### config.mk
export PLATFORM = sky130hd
export DESIGN_NAME = mac_array_engine_flat
export DESIGN_NICKNAME = d
export VERILOG_FILES = /design/src/rtl/mac_array_engine_if.sv /design/src/rtl/mac_array_engine.sv /design/src/flat_wrapper.sv
export SDC_FILE = /design/constraint.sdc
export NUM_CORES = 1
export LEC_CHECK = 0
export ABC_AREA = 0
export BUFFER_PORTS_ARGS = -buffer_cell sky130_fd_sc_hd__buf_2
export CORE_MARGIN = 5
export CORE_UTILIZATION = 55
export CTS_BUF_LIST = sky130_fd_sc_hd__clkbuf_4
export CTS_CLUSTER_DIAMETER = 200
export CTS_CLUSTER_SIZE = 20
export DETAILED_ROUTE_END_ITERATION = 16
export PLACE_DENSITY = 0.68
export REMOVE_ABC_BUFFERS = 1
export SKIP_CTS_REPAIR_TIMING = 1
export SYNTH_ARGS = -nofsm -noshare
export SYNTH_HDL_FRONTEND = slang
export SYNTH_SLANG_ARGS = --single-unit
### constraint.sdc
create_clock -name clk -period 10.7 [get_ports clk]
set_clock_uncertainty 0.2 [all_clocks]
set_input_delay 1.07 -clock clk [delete_from_list [all_inputs] [get_ports clk]]
set_output_delay 1.07 -clock clk [all_outputs]
set_load 0.01 [all_outputs]
### src/rtl/mac_array_engine_if.sv
// Operand/result stream bundle for mac_array_engine.
// master = host/consumer side, slave = engine side.
interface mac_array_engine_if #(
  parameter int DW    = 8,
  parameter int ACC_W = 18
);
  logic             start;
  logic             cfg_signed;
  logic             in_val;
  logic             in_rdy;
  logic [DW-1:0]    in_data;
  logic             out_val;
  logic             out_rdy;
  logic [ACC_W-1:0] out_data;
  logic             out_last;
  logic             busy;
  logic             done;
  logic             sat_flag;

  modport master (
    output start, cfg_signed, in_val, in_data, out_rdy,
    input  in_rdy, out_val, out_data, out_last, busy, done, sat_flag
  );
  modport slave (
    input  start, cfg_signed, in_val, in_data, out_rdy,
    output in_rdy, out_val, out_data, out_last, busy, done, sat_flag
  );
endinterface

### src/rtl/mac_array_engine.sv
// C[MxN] = A[MxK] * B[KxN] with LANES parallel MAC lanes, streamed over valid/ready.
// Define MAC_SATURATE_EN for clamping accumulation with sticky sat_flag; default wraps.
module mac_lane #(
  parameter int DW    = 8,
  parameter int ACC_W = 18
) (
  input  logic             clk,
  input  logic             rst,
  input  logic             sgn,
  input  logic             clr,
  input  logic             en,
  input  logic [DW-1:0]    a,
  input  logic [DW-1:0]    b,
  output logic [ACC_W-1:0] acc,
  output logic             sat
);
  logic [2*DW-1:0]  ax, bx, prod_d, prod_q;
  logic [ACC_W-1:0] pext, base, acc_d, acc_q;
`ifdef MAC_SATURATE_EN
  logic [ACC_W:0]   sum;
  logic             ovf;
`endif

  always_comb begin
    ax     = sgn ? {{DW{a[DW-1]}}, a} : {{DW{1'b0}}, a};
    bx     = sgn ? {{DW{b[DW-1]}}, b} : {{DW{1'b0}}, b};
    prod_d = ax * bx;
    pext   = ACC_W'(prod_q);
    if (sgn && prod_q[2*DW-1]) pext = pext | ~ACC_W'({(2*DW){1'b1}});
    base   = clr ? '0 : acc_q;
`ifdef MAC_SATURATE_EN
    // one guard bit decides overflow for both signed and unsigned views
    sum = {sgn & base[ACC_W-1], base} + {sgn & pext[ACC_W-1], pext};
    ovf = sgn ? (sum[ACC_W] ^ sum[ACC_W-1]) : sum[ACC_W];
    if (!ovf)      acc_d = sum[ACC_W-1:0];
    else if (!sgn) acc_d = '1;
    else           acc_d = sum[ACC_W] ? {1'b1, {(ACC_W-1){1'b0}}} : {1'b0, {(ACC_W-1){1'b1}}};
    sat = en & ovf;
`else
    acc_d = base + pext;
    sat   = 1'b0;
`endif
    if (!en) acc_d = acc_q;
  end

  always_ff @(posedge clk) begin
    if (rst) begin
      prod_q <= '0;
      acc_q  <= '0;
    end else begin
      prod_q <= prod_d;
      acc_q  <= acc_d;
    end
  end

  assign acc = acc_q;
endmodule

module mac_array_engine #(
  parameter int param_M = 4,
  parameter int param_K = 4,
  parameter int param_N = 4,
  parameter int DW      = 8,
  parameter int ACC_W   = 2*DW + $clog2(param_K),
  parameter int LANES   = 1
) (
  input  logic clk,
  input  logic rst,
  mac_array_engine_if.slave bus
);
  localparam int MK = param_M*param_K;
  localparam int KN = param_K*param_N;
  localparam int MN = param_M*param_N;
  localparam int G  = param_N/LANES;
  localparam int CW = 16;
  localparam int STAGES = 1;

  generate
    if ((param_N % LANES) != 0) begin : g_bad_lanes
      $error("LANES must divide param_N");
    end
  endgenerate

  typedef enum logic [1:0] {IDLE, LOAD, COMPUTE, DRAIN} state_t;
  state_t state_q, state_d;

  logic [DW-1:0]    a_q [MK], a_d [MK];
  logic [DW-1:0]    b_q [KN], b_d [KN];
  logic [ACC_W-1:0] c_q [MN], c_d [MN];

  logic          sgn_q, sgn_d, issue_q, issue_d, first_q, first_d;
  logic [CW-1:0] in_cnt_q, in_cnt_d, i_q, i_d, g_q, g_d, k_q, k_d, idx_q, idx_d;
  logic [STAGES:0]         vld_pipe_q, vld_pipe_d, last_pipe_q, last_pipe_d;
  logic [STAGES:0][CW-1:0] cidx_pipe_q, cidx_pipe_d;
  logic             in_rdy_q, in_rdy_d, out_val_q, out_val_d, out_last_q, out_last_d;
  logic             busy_q, busy_d, done_q, done_d, sat_q, sat_d;
  logic [ACC_W-1:0] out_data_q, out_data_d;

  logic [DW-1:0]                   lane_a;
  logic [LANES-1:0][DW-1:0]        lane_b;
  logic [LANES-1:0][ACC_W-1:0]     lane_acc;
  logic [LANES-1:0]                lane_sat;

  always_comb begin
    lane_a = a_q[int'(i_q)*param_K + int'(k_q)];
    for (int l = 0; l < LANES; l++)
      lane_b[l] = b_q[int'(k_q)*param_N + int'(g_q)*LANES + l];
  end

  generate
    for (genvar l = 0; l < LANES; l++) begin : g_lane
      mac_lane #(.DW(DW), .ACC_W(ACC_W)) u_lane (
        .clk(clk), .rst(rst), .sgn(sgn_q), .clr(first_q), .en(vld_pipe_q[0]),
        .a(lane_a), .b(lane_b[l]), .acc(lane_acc[l]), .sat(lane_sat[l])
      );
    end
  endgenerate

  always_comb begin
    state_d = state_q;  sgn_d = sgn_q;  issue_d = issue_q;  first_d = first_q;
    in_cnt_d = in_cnt_q;  i_d = i_q;  g_d = g_q;  k_d = k_q;  idx_d = idx_q;
    in_rdy_d = in_rdy_q;  out_val_d = out_val_q;  out_last_d = out_last_q;
    out_data_d = out_data_q;  busy_d = busy_q;  done_d = 1'b0;
    sat_d = sat_q | (|lane_sat);
    a_d = a_q;  b_d = b_q;  c_d = c_q;
    vld_pipe_d  = {vld_pipe_q[STAGES-1:0], 1'b0};
    last_pipe_d = {last_pipe_q[STAGES-1:0], 1'b0};
    cidx_pipe_d = {cidx_pipe_q[STAGES-1:0], CW'(0)};

    // issue stage: walk (i, group, k) with k innermost
    if (issue_q) begin
      vld_pipe_d[0]  = 1'b1;
      first_d        = (k_q == '0);
      last_pipe_d[0] = (k_q == CW'(param_K-1));
      cidx_pipe_d[0] = CW'(int'(i_q)*param_N + int'(g_q)*LANES);
      k_d = k_q + 1'b1;
      if (k_q == CW'(param_K-1)) begin
        k_d = '0;
        g_d = g_q + 1'b1;
        if (g_q == CW'(G-1)) begin
          g_d = '0;
          i_d = i_q + 1'b1;
          if (i_q == CW'(param_M-1)) begin
            i_d = '0;
            issue_d = 1'b0;
          end
        end
      end
    end

    if (vld_pipe_q[STAGES] && last_pipe_q[STAGES])
      for (int l = 0; l < LANES; l++) c_d[int'(cidx_pipe_q[STAGES]) + l] = lane_acc[l];

    case (state_q)
      IDLE: if (bus.start) begin
        state_d = LOAD;  sgn_d = bus.cfg_signed;  sat_d = 1'b0;
        in_cnt_d = '0;  in_rdy_d = 1'b1;  busy_d = 1'b1;
      end
      LOAD: if (bus.in_val && in_rdy_q) begin
        if (int'(in_cnt_q) < MK) a_d[int'(in_cnt_q)] = bus.in_data;
        else                     b_d[int'(in_cnt_q) - MK] = bus.in_data;
        in_cnt_d = in_cnt_q + 1'b1;
        if (in_cnt_q == CW'(MK+KN-1)) begin
          state_d = COMPUTE;  in_rdy_d = 1'b0;  issue_d = 1'b1;
          i_d = '0;  g_d = '0;  k_d = '0;
        end
      end
      COMPUTE: if (vld_pipe_q[STAGES] && last_pipe_q[STAGES] &&
                   cidx_pipe_q[STAGES] == CW'(MN-LANES)) begin
        // c_d forwards the element written on this same edge when MN == LANES
        state_d = DRAIN;  out_val_d = 1'b1;  idx_d = '0;
        out_data_d = c_d[0];  out_last_d = (MN == 1);
      end
      DRAIN: if (bus.out_rdy) begin
        if (idx_q == CW'(MN-1)) begin
          state_d = IDLE;  out_val_d = 1'b0;  out_last_d = 1'b0;
          out_data_d = '0;  busy_d = 1'b0;  done_d = 1'b1;
        end else begin
          idx_d = idx_q + 1'b1;
          out_data_d = c_q[int'(idx_q) + 1];
          out_last_d = (idx_q == CW'(MN-2));
        end
      end
      default: state_d = IDLE;
    endcase
  end

  always_ff @(posedge clk) begin
    if (rst) begin
      state_q <= IDLE;  sgn_q <= 1'b0;  issue_q <= 1'b0;  first_q <= 1'b0;
      in_cnt_q <= '0;  i_q <= '0;  g_q <= '0;  k_q <= '0;  idx_q <= '0;
      vld_pipe_q <= '0;  last_pipe_q <= '0;  cidx_pipe_q <= '0;
      in_rdy_q <= 1'b0;  out_val_q <= 1'b0;  out_last_q <= 1'b0;  out_data_q <= '0;
      busy_q <= 1'b0;  done_q <= 1'b0;  sat_q <= 1'b0;
    end else begin
      state_q <= state_d;  sgn_q <= sgn_d;  issue_q <= issue_d;  first_q <= first_d;
      in_cnt_q <= in_cnt_d;  i_q <= i_d;  g_q <= g_d;  k_q <= k_d;  idx_q <= idx_d;
      vld_pipe_q <= vld_pipe_d;  last_pipe_q <= last_pipe_d;  cidx_pipe_q <= cidx_pipe_d;
      in_rdy_q <= in_rdy_d;  out_val_q <= out_val_d;  out_last_q <= out_last_d;
      out_data_q <= out_data_d;  busy_q <= busy_d;  done_q <= done_d;  sat_q <= sat_d;
    end
  end

  // operand/result buffers hold don't-care contents across reset
  always_ff @(posedge clk) begin
    a_q <= a_d;
    b_q <= b_d;
    c_q <= c_d;
  end

  assign bus.in_rdy   = in_rdy_q;
  assign bus.out_val  = out_val_q;
  assign bus.out_data = out_data_q;
  assign bus.out_last = out_last_q;
  assign bus.busy     = busy_q;
  assign bus.done     = done_q;
  assign bus.sat_flag = sat_q;
endmodule

### src/flat_wrapper.sv
// flat-port wrapper written by rule: the top's interface ports become plain ports
module mac_array_engine_flat 
#(
  parameter int param_M = 4,
  parameter int param_K = 4,
  parameter int param_N = 4,
  parameter int DW      = 8,
  parameter int ACC_W   = 2*DW + $clog2(param_K),
  parameter int LANES   = 1
)
  (clk, rst, bus_start, bus_cfg_signed, bus_in_val, bus_in_data, bus_out_rdy, bus_in_rdy, bus_out_val, bus_out_data, bus_out_last, bus_busy, bus_done, bus_sat_flag);
  mac_array_engine_if #(.DW(DW), .ACC_W(ACC_W)) bus_i ();
  input  logic clk;
  input  logic rst;
  input wire logic [$bits(bus_i.start)-1:0] bus_start;
  input wire logic [$bits(bus_i.cfg_signed)-1:0] bus_cfg_signed;
  input wire logic [$bits(bus_i.in_val)-1:0] bus_in_val;
  input wire logic [$bits(bus_i.in_data)-1:0] bus_in_data;
  input wire logic [$bits(bus_i.out_rdy)-1:0] bus_out_rdy;
  output wire logic [$bits(bus_i.in_rdy)-1:0] bus_in_rdy;
  output wire logic [$bits(bus_i.out_val)-1:0] bus_out_val;
  output wire logic [$bits(bus_i.out_data)-1:0] bus_out_data;
  output wire logic [$bits(bus_i.out_last)-1:0] bus_out_last;
  output wire logic [$bits(bus_i.busy)-1:0] bus_busy;
  output wire logic [$bits(bus_i.done)-1:0] bus_done;
  output wire logic [$bits(bus_i.sat_flag)-1:0] bus_sat_flag;
  assign bus_i.start = bus_start;
  assign bus_i.cfg_signed = bus_cfg_signed;
  assign bus_i.in_val = bus_in_val;
  assign bus_i.in_data = bus_in_data;
  assign bus_i.out_rdy = bus_out_rdy;
  assign bus_in_rdy = bus_i.in_rdy;
  assign bus_out_val = bus_i.out_val;
  assign bus_out_data = bus_i.out_data;
  assign bus_out_last = bus_i.out_last;
  assign bus_busy = bus_i.busy;
  assign bus_done = bus_i.done;
  assign bus_sat_flag = bus_i.sat_flag;
  mac_array_engine #(.param_M(param_M), .param_K(param_K), .param_N(param_N), .DW(DW), .ACC_W(ACC_W), .LANES(LANES)) u_core (.clk(clk), .rst(rst), .bus(bus_i));
endmodule
Word-level counts from Yosys, hierarchy flattened
Index checks and enable logic that the tools add are counted.

Flip-flop bits (word level): 722. Bits in latches: 0. Bits in writable memories: 0. Memory bits (read-only): 0. Input port bits: 14. Memories kept: 0.

$add $sub $neg: 11. $mul: 1. Div/mod/pow operators: 0. Magnitude comparators: 10. Equality and inequality tests: 17. Shifts and indexed selects: 0. Multiplexer cells: 81. Bitwise logic cells: 10. Reduce and logical (&&, ||, !) cells: 24.

Operators by type and width (count): $mux W16 (25); $bwmux W288 (1); $mux W288 (1); $bwmux W128 (2); $ge A32 B5 Y1 const B (6); $mux W18 (8); $not A32 Y32 (4); $lt A32 B1 Y1 const B (3); $add A16 B1 Y16 const B (5); $bmux W18 S4 (1); $demux W18 S4 (1); $bmux W8 S4 (2); $demux W8 S4 (2); $not A16 Y32 (2); $pmux W16 S2 (2); $eq A16 B2 Y1 const B (3); $eq A16 B4 Y1 const B (3); $mux W8 (6); $add A18 B16 Y19 (2); $pmux W18 S2 (1); $add A18 B18 Y18 (1); $mux W1 (18); $add A16 B1 Y17 const B (1); $sub A16 B5 Y17 const B (1); other kinds (22) (53).

Depth between registers and ports, before layout
Gate-level depths: netlist of run 1.

Word-level depth: 9. Gate-level depth with buffers: 29.

By module
Synthesis of run 1 repeated with hierarchy kept, for this count alone.

Cells, all modules: 2327. Area, all modules: 33538.4 sq um.

Modules (own cells, without submodules): mac_array_engine (times used 1, cells each 1681, area an instance 27923.0 sq um, sequential area each 19058.3 sq um); mac_lane (times used 1, cells each 646, area an instance 5615.4 sq um, sequential area each 680.7 sq um).

Worst setup path before layout of run 1
Ideal clock, no wire load.

Path type: register to register. Start point: register u_core.g_q[0]. End point: register u_core.g_lane[0].u_lane.prod_q[15]. Library setup time: 0.128 ns. Arrival: 6.909 ns. Required time: 10.372 ns. Slack: 3.464 ns. Stages on the path, launching flop included: 25. Path buffers: 3. Clock period less this slack: 7.236 ns. Cell sequence: dfxtp_1 > buf_2 > buf_4 > buf_1 > mux4_2 > mux2i_1 > nand2_1 > o21ai_1 > nor2_1 > fa_1 > inv_1 > fa_1 > fa_1 > fa_1 > fa_1 > fa_1 > xnor2_1 > xnor2_1 > xnor2_1 > xnor3_1 > xnor2_2 > xnor2_1 > xnor2_1 > xnor2_1 > nor2_1.

Word-level cells in the longest chain between the ends: 7.

Ends and longest elaborated chain: start, declared (RTL line mac_array_engine.sv:92) `logic [CW-1:0] in_cnt_q, in_cnt_d, i_q, i_d, g_q, g_d, k_q, k_d, idx_q, idx_d;`; start signal, assigned (RTL line mac_array_engine.sv:197) `in_cnt_q <= in_cnt_d; i_q <= i_d; g_q <= g_d; k_q <= k_d; idx_q <= idx_d;`; $add A18 B16 Y19 (RTL line mac_array_engine.sv:107) `lane_b[l] = b_q[int'(k_q)*param_N + int'(g_q)*LANES + l];`; $not A32 Y32 (implied by the code) (RTL line mac_array_engine.sv:107); $bmux W8 S4 (RTL line mac_array_engine.sv:107); $mux W8 (implied by the code) (2 in a row) (RTL line mac_array_engine.sv:107); $mux W16 (RTL line mac_array_engine.sv:26) `bx = sgn ? {{DW{b[DW-1]}}, b} : {{DW{1'b0}}, b};`; $mul A16 B16 Y16 (RTL line mac_array_engine.sv:27) `prod_d = ax * bx;`; end signal, assigned (RTL line mac_array_engine.sv:51) `prod_q <= prod_d;`; end, declared (RTL line mac_array_engine.sv:17) `logic [2*DW-1:0] ax, bx, prod_d, prod_q;`.

No other way between the ends. The select of a mux whose other input is x is not followed. A chain may end at the register's enable or synchronous reset.

Worst setup path in the final report of run 1
Same ends and word-level chain as after synthesis.

==> results of run 1 <==
## metrics by stage
stage / std cells / setup WS, ns / power (mW) / hold slack (ns)
5_1_grt: 3224 / 2.19 / 5.15 / 0.180
3_5_place_dp: 3147 / 2.62 / 3.83 / 0.223
4_1_cts: 3223 / 2.58 / 4.95 / 0.173
6_report: 3225 / 2.68 / 4.90 / 0.243
2_1_floorplan: 2295 / 2.37 / 3.64 / 0.214
3_3_place_gp: 3147 / 2.82 / 3.81 / 0.215
## Yosys cell counts (34+ instances only)
library cell,number
inv_1,147
a21oi_1,57
fa_1,72
nand2_1,176
and3_1,34
ha_1,97
clkbuf_1,61
xor2_1,48
mux4_2,136
nor2b_1,49
nor2_1,238
xnor2_1,51
nand3_1,53
dfxtp_1,196
o21ai_0,38
edfxtp_1,526
mux2i_1,35
## cell families (layout without fill, tap and decap cells)
group	count (synthesis)	after routing	synth area share
multiplexers	211	211	0.119
other	1	3	0.000113
flip-flops	722	722	0.595
AND/OR/NAND/NOR	728	728	0.105
AO/OA/AOI/OAI	211	211	0.0411
adder cells (fa/ha/maj)	169	169	0.0802
buffers and inverters	245	294	0.0296
XOR/XNOR	105	105	0.0299
## registers in the layout (all words and copies together) (netlist names), 18 cells and up
register and cells:
u_core.b_q 128, u_core.a_q 128, u_core.bus.out_data 18, u_core.c_q 288, u_core.g_lane.u_lane.acc 18
## path summary, 6_finish.rpt
check | startpoint | end | slack [ns] | cells past startpoint
hold / removal | bus_cfg_signed | u_core.sgn_q | 0.24 | 3
hold reg to reg | u_core.cidx_pipe_d[26] | u_core.cidx_pipe_q[26] | 0.25 | 1
setup reg to reg | u_core.g_q[0] | u_core.g_lane[0].u_lane.prod_q[15] | 2.68 | 21
setup / recovery | u_core.g_q[0] | u_core.g_lane[0].u_lane.prod_q[15] | 2.68 | 21
## power by group
group | total (mW) | internal (mW) | switching [mW]
logic | 0.718 | 0.300 | 0.418
registers | 3.05 | 3.02 | 0.0279
clock network | 1.13 | 0.331 | 0.804
total | 4.90 | 3.65 | 1.25
## final cells by class
type	instances	area [sq um]	share of cell area
clock buffers	72	541	0.0155
diodes	2	5.00	0.000144
inverters	148	556	0.0159
flip-flops and latches	722	19700	0.566
well taps	782	978	0.0281
repair buffers	70	438	0.0126
clock inverters	4	57.6	0.00165
multi-input cells	1425	12500	0.360
## critical path: cells and delay by family, from the launching register on
kind,cells,cell delay [ns]
fa+ha+maj,6,3.10
xor+xnor,8,1.43
flops,1,0.84
mux,2,0.81
compound gates,1,0.61
buf+inv,2,0.59
simple gates,2,0.32
## metal layers
layer | routed length [um] | track usage | vias to the layer above | share of wire
met5 | 0 | 0 | - | 0
met4 | 1970 | 0.0598 | 0 | 0.028
met3 | 3390 | 0.0316 | 111 | 0.048
met2 | 35300 | 0.372 | 418 | 0.51
met1 | 29200 | 0.281 | 9433 | 0.42
li1 | - | - | 8757 | -
==> impl_metrics.tcl, run 1 <==
set metrics [dict create \
    syn2layout_area_growth_pct 5.19 \
    coreArea_sq_um 60000 \
    placed_cell_area_sq_um 34200 \
    arrival_ns 8.57 \
    dieWidth_um 255 \
    clock_path_buffers 3 \
    dieHeight_um 255 \
    rsz0062_at_grt "false" \
    worstSetupPathType "register to register" \
    drt_first_pass_iters 5 \
    nets 2592 \
    irDropWorstVdd_uv 161 \
    setup_viol 0 \
    drv_slew 0 \
    grt_max_degree 55 \
    cts_tree "yes" \
    fin_util 0.580 \
    drive_gt1_frac 0.146 \
    leakage_nw 12.4 \
    maxSlewHeadroom 0.272 \
    ios 38 \
    antenna_found_initial 2 \
    wl_per_cell_um 21.7 \
    drt-total-wl_mm 69.9 \
    crit_path_end_kind "register" \
    dr_total_vias 18700 \
    synth_area_per_cell_sq_um 13.8 \
    drv_cap 0 \
    ys_warn_count 0 \
    htree_levels 2 \
    power_density_nw_per_um2 141 \
    fillers 4718 \
    synth_top_area_frac 0.477 \
    die-area_sq_um 65200 \
    max_freq_ghz 0.125 \
    start_kind "register" \
    drc 0 \
    worst_skew_pair.late_latency_ns 0.88 \
    synth_ff_type "edfxtp_1" \
    grt_pass1_wl_mm 110 \
    num_rows 90 \
    tns_ns 0 \
    clkSinkCount 722 \
    async_flop_share 0 \
    layout_common_cells "526 x edfxtp_1, 226 x nor2_1, 193 x dfxtp_1" \
    syn_area_sq_um 33100 \
    initial_core_util 0.552 \
    synth_area_leaders "edfxtp_1 48%, dfxtp_1 12%, mux4_2 9.2%, fa_1 4.4%, ha_1 3.7%" \
    post-route-period-util 0.749 \
    grt_pass1_vias 19200 \
    design_area_sq_um 34800 \
    fin_crit_ns 8.02 \
    clockRootBuffer "clkbuf_4" \
    cp_max_fo 20 \
    cpPeakStageDelay_ns 0.84 \
    drt_iter0_drc 1448 \
    hold_viol 0 \
    numCtsBuffers 42 \
    cpMaxStageDelayCell "dfxtp_2" \
    path_cells "buf_4 > mux4_2 > mux2_2 > o21ai_1 > nor2_1 > fa_1 > inv_1 > fa_1 > fa_1 > fa_1 > fa_1 > fa_1 > xnor2_1 > xnor2_1 > xnor2_1 > xnor3_1 > xnor2_2 > xnor2_1 > xnor2_1 > xnor2_1 > nor2_1" \
    ys_seq_area_frac 0.595 \
    track_usage 0.213 \
    synth_edf_count 526 \
    yosys.area.top_type "edfxtp_1" \
    max_slew.worst_pin.slew_ns 1.09 \
    port_buffers 36 \
    cp_data_required_time_ns 11.25 \
    final_common_cell "edfxtp_1" \
    hold_class "input pin to register" \
    viasPerCell 5.80 \
    ys_ff_latch 722 \
    gp_congestion 0.856 \
    clkTransAtPathRegs_ns 0.24 \
    outcome "complete, no violations" \
    gr-total-overflow 0 \
    drtAntennaViolNets 0 \
    dp_hpwl_mm 46.2 \
    netlist-cell-type-count 66 \
    synthCells 2392 \
]
Power figures use the tool's default switching activity.
==> inputs of run 2 (changes only) <==
--- a/config.mk
+++ b/config.mk
@@ -13,7 +13,7 @@
 export CTS_CLUSTER_DIAMETER = 200
 export CTS_CLUSTER_SIZE = 20
 export DETAILED_ROUTE_END_ITERATION = 16
-export PLACE_DENSITY = 0.68
+export PLACE_DENSITY = 0.71
 export REMOVE_ABC_BUFFERS = 1
 export SKIP_CTS_REPAIR_TIMING = 1
 export SYNTH_ARGS = -nofsm -noshare
==> constraint.sdc (replaced) <==
create_clock -name clk -period 6.95 [get_ports clk]
set_clock_uncertainty 0.2 [all_clocks]
set_input_delay 0.695 -clock clk [delete_from_list [all_inputs] [get_ports clk]]
set_output_delay 0.695 -clock clk [all_outputs]
set_load 0.01 [all_outputs]
==> run 2 against run 1 <==
  * Worst setup slack lost 2.4 ns
  * Maximum frequency grew 19%
  * Clock power grew 53%
  * Die area is the same
  * Cell count grew 1.4%
  * Routed wire length is essentially flat
  * Critical path depth grew 2
  * First-iteration DRC count shrank 5.5%
  * Critical path type unchanged
  * Critical endpoint unchanged
  * Final area grew 1.3%
==> impl_metrics.tcl, run 2 (synthesis gave the netlist of run 1 again) <==
set metrics [dict create \
    worstSetupPathType "register to register" \
    cts_tree "yes" \
    wl_per_cell_um 21.4 \
    cp_data_required_time_ns 7.56 \
    start_kind "register" \
    maxSlewHeadroom 0.251 \
    viasPerCell 5.84 \
    syn2layout_area_growth_pct 6.55 \
    placed_cell_area_sq_um 34500 \
    power_density_nw_per_um2 213 \
    clockRootBuffer "clkbuf_4" \
    drtAntennaViolNets 0 \
    arrival_ns 7.32 \
    layout_common_cells "526 x edfxtp_1, 226 x nor2_1, 192 x dfxtp_1" \
    cp_num_buf_inv 2 \
    irDropWorstVdd_uv 191 \
    drt-total-wl_mm 69.9 \
    top_regs "u_core.c_q: 288 flops, u_core.a_q: 128 flops, u_core.b_q: 128 flops" \
    dieWidth_um 255 \
    cp_max_fo 17 \
    final_common_cell "edfxtp_1" \
    outcome "complete, no violations" \
    initial_core_util 0.552 \
    cpMaxStageDelayCell "fa_2" \
    holdWs_ns 0.0527 \
    hold_class "input pin to register" \
    fin_crit_ns 6.71 \
    drt_iter0_drc 1368 \
    drive_gt1_frac 0.164 \
    r2r_cells 23 \
    port_buffers 36 \
    max_slew.worst_pin.slew_ns 1.12 \
    grt_use_met2 0.371 \
    worstHoldPathCells 2 \
    numCtsBuffers 42 \
    hold_viol 0 \
    drt_first_pass_iters 5 \
    regMostFlops "u_core.c_q" \
    htree_levels 2 \
    gr-total-overflow 0 \
    worst_skew_pair.late_latency_ns 0.90 \
    use_met1 0.279 \
    crit_path_end_kind "register" \
    drv_cap 0 \
    ios 38 \
    clkTransAtPathRegs_ns 0.22 \
    grt_max_degree 54 \
    grt_pass1_vias 19600 \
    antenna_found_initial 1 \
    clkSinkCount 722 \
    cp_top_family "adder cells" \
    num_rows 90 \
    dr_total_vias 19100 \
    rsz0062_at_grt "false" \
    grt-busiest-layer "met2" \
    gp_congestion 0.884 \
    coreArea_sq_um 60000 \
    design_area_sq_um 35300 \
    clock_path_buffers 3 \
    finalPower_mw 7.53 \
    tns_ns 0 \
    fillers 4659 \
    met3_usage 0.0240 \
    path_cells "ha_1 > xnor3_1 > buf_12 > buf_4 > mux2i_1 > nand2_1 > o21ai_1 > or2_2 > fa_2 > fa_1 > fa_1 > fa_1 > fa_1 > fa_2 > xnor2_2 > xnor2_2 > xnor2_1 > xnor3_1 > xnor2_2 > xnor2_1 > xnor2_1 > xnor2_1 > nor2_1" \
    largest_register_ffs 288 \
    crit_cells 23 \
    fin_util 0.588 \
    nets 2635 \
    drv_slew 0 \
    dieHeight_um 255 \
    leakage_nw 12.7 \
    drc 0 \
    die-area_sq_um 65200 \
    dp_hpwl_mm 46.5 \
    setup_viol 0 \
    max_freq_ghz 0.149 \
    track_usage 0.211 \
    post-route-period-util 0.966 \
    grt_pass1_wl_mm 110 \
    cpPeakStageDelay_ns 0.62 \
]
[run 2: path summary, 6_finish.rpt]
check                                           start                            endpoint  slack [ns]
worst max-delay path                    u_core.k_q[0]  u_core.g_lane[0].u_lane.prod_q[15]        0.24
worst min-delay path                              rst  u_core.g_lane[0].u_lane.prod_q[15]        0.05
worst max register to register          u_core.k_q[0]  u_core.g_lane[0].u_lane.prod_q[15]        0.24
worst min register to register  u_core.last_pipe_q[0]               u_core.last_pipe_q[1]        0.23
[run 2: final cells by class]
cell class,instances,area [sq um],share of cell area
clock buffer,75,563,0.0160
tap,782,978,0.0277
clock inverter,3,31.3,0.000886
multi-input combinational,1425,12600,0.356
inverter,148,556,0.0157
sequential,722,19700,0.559
timing repair buffer,113,872,0.0247
antenna,1,2.50,0.0000709
[run 2: power by group]
group | internal (mW) | leakage, nW | total [mW] | switching [mW]
sequential | 4.65 | 6.39 | 4.68 | 0.0335
combinational | 0.477 | 5.93 | 1.12 | 0.639
clock | 0.489 | 0.359 | 1.73 | 1.24
total | 5.61 | 12.7 | 7.53 | 1.91
[run 2: through the flow]
| stage | setup slack (ns) | cells |
|---|---|---|
| finish | 0.238 | 3269 |
| global route | 0.0294 | 3269 |
| CTS | -0.0961 | 3257 |
| detailed placement | -0.0521 | 3179 |
| global placement | 0.0748 | 3179 |
| floorplan | -1.38 | 2295 |
[run 2: routing by layer]
layer | vias up | part of all wire
met5 | - | 0
met4 | 0 | 0.032
met3 | 112 | 0.046
met2 | 533 | 0.51
met1 | 9590 | 0.41
li1 | 8850 | -
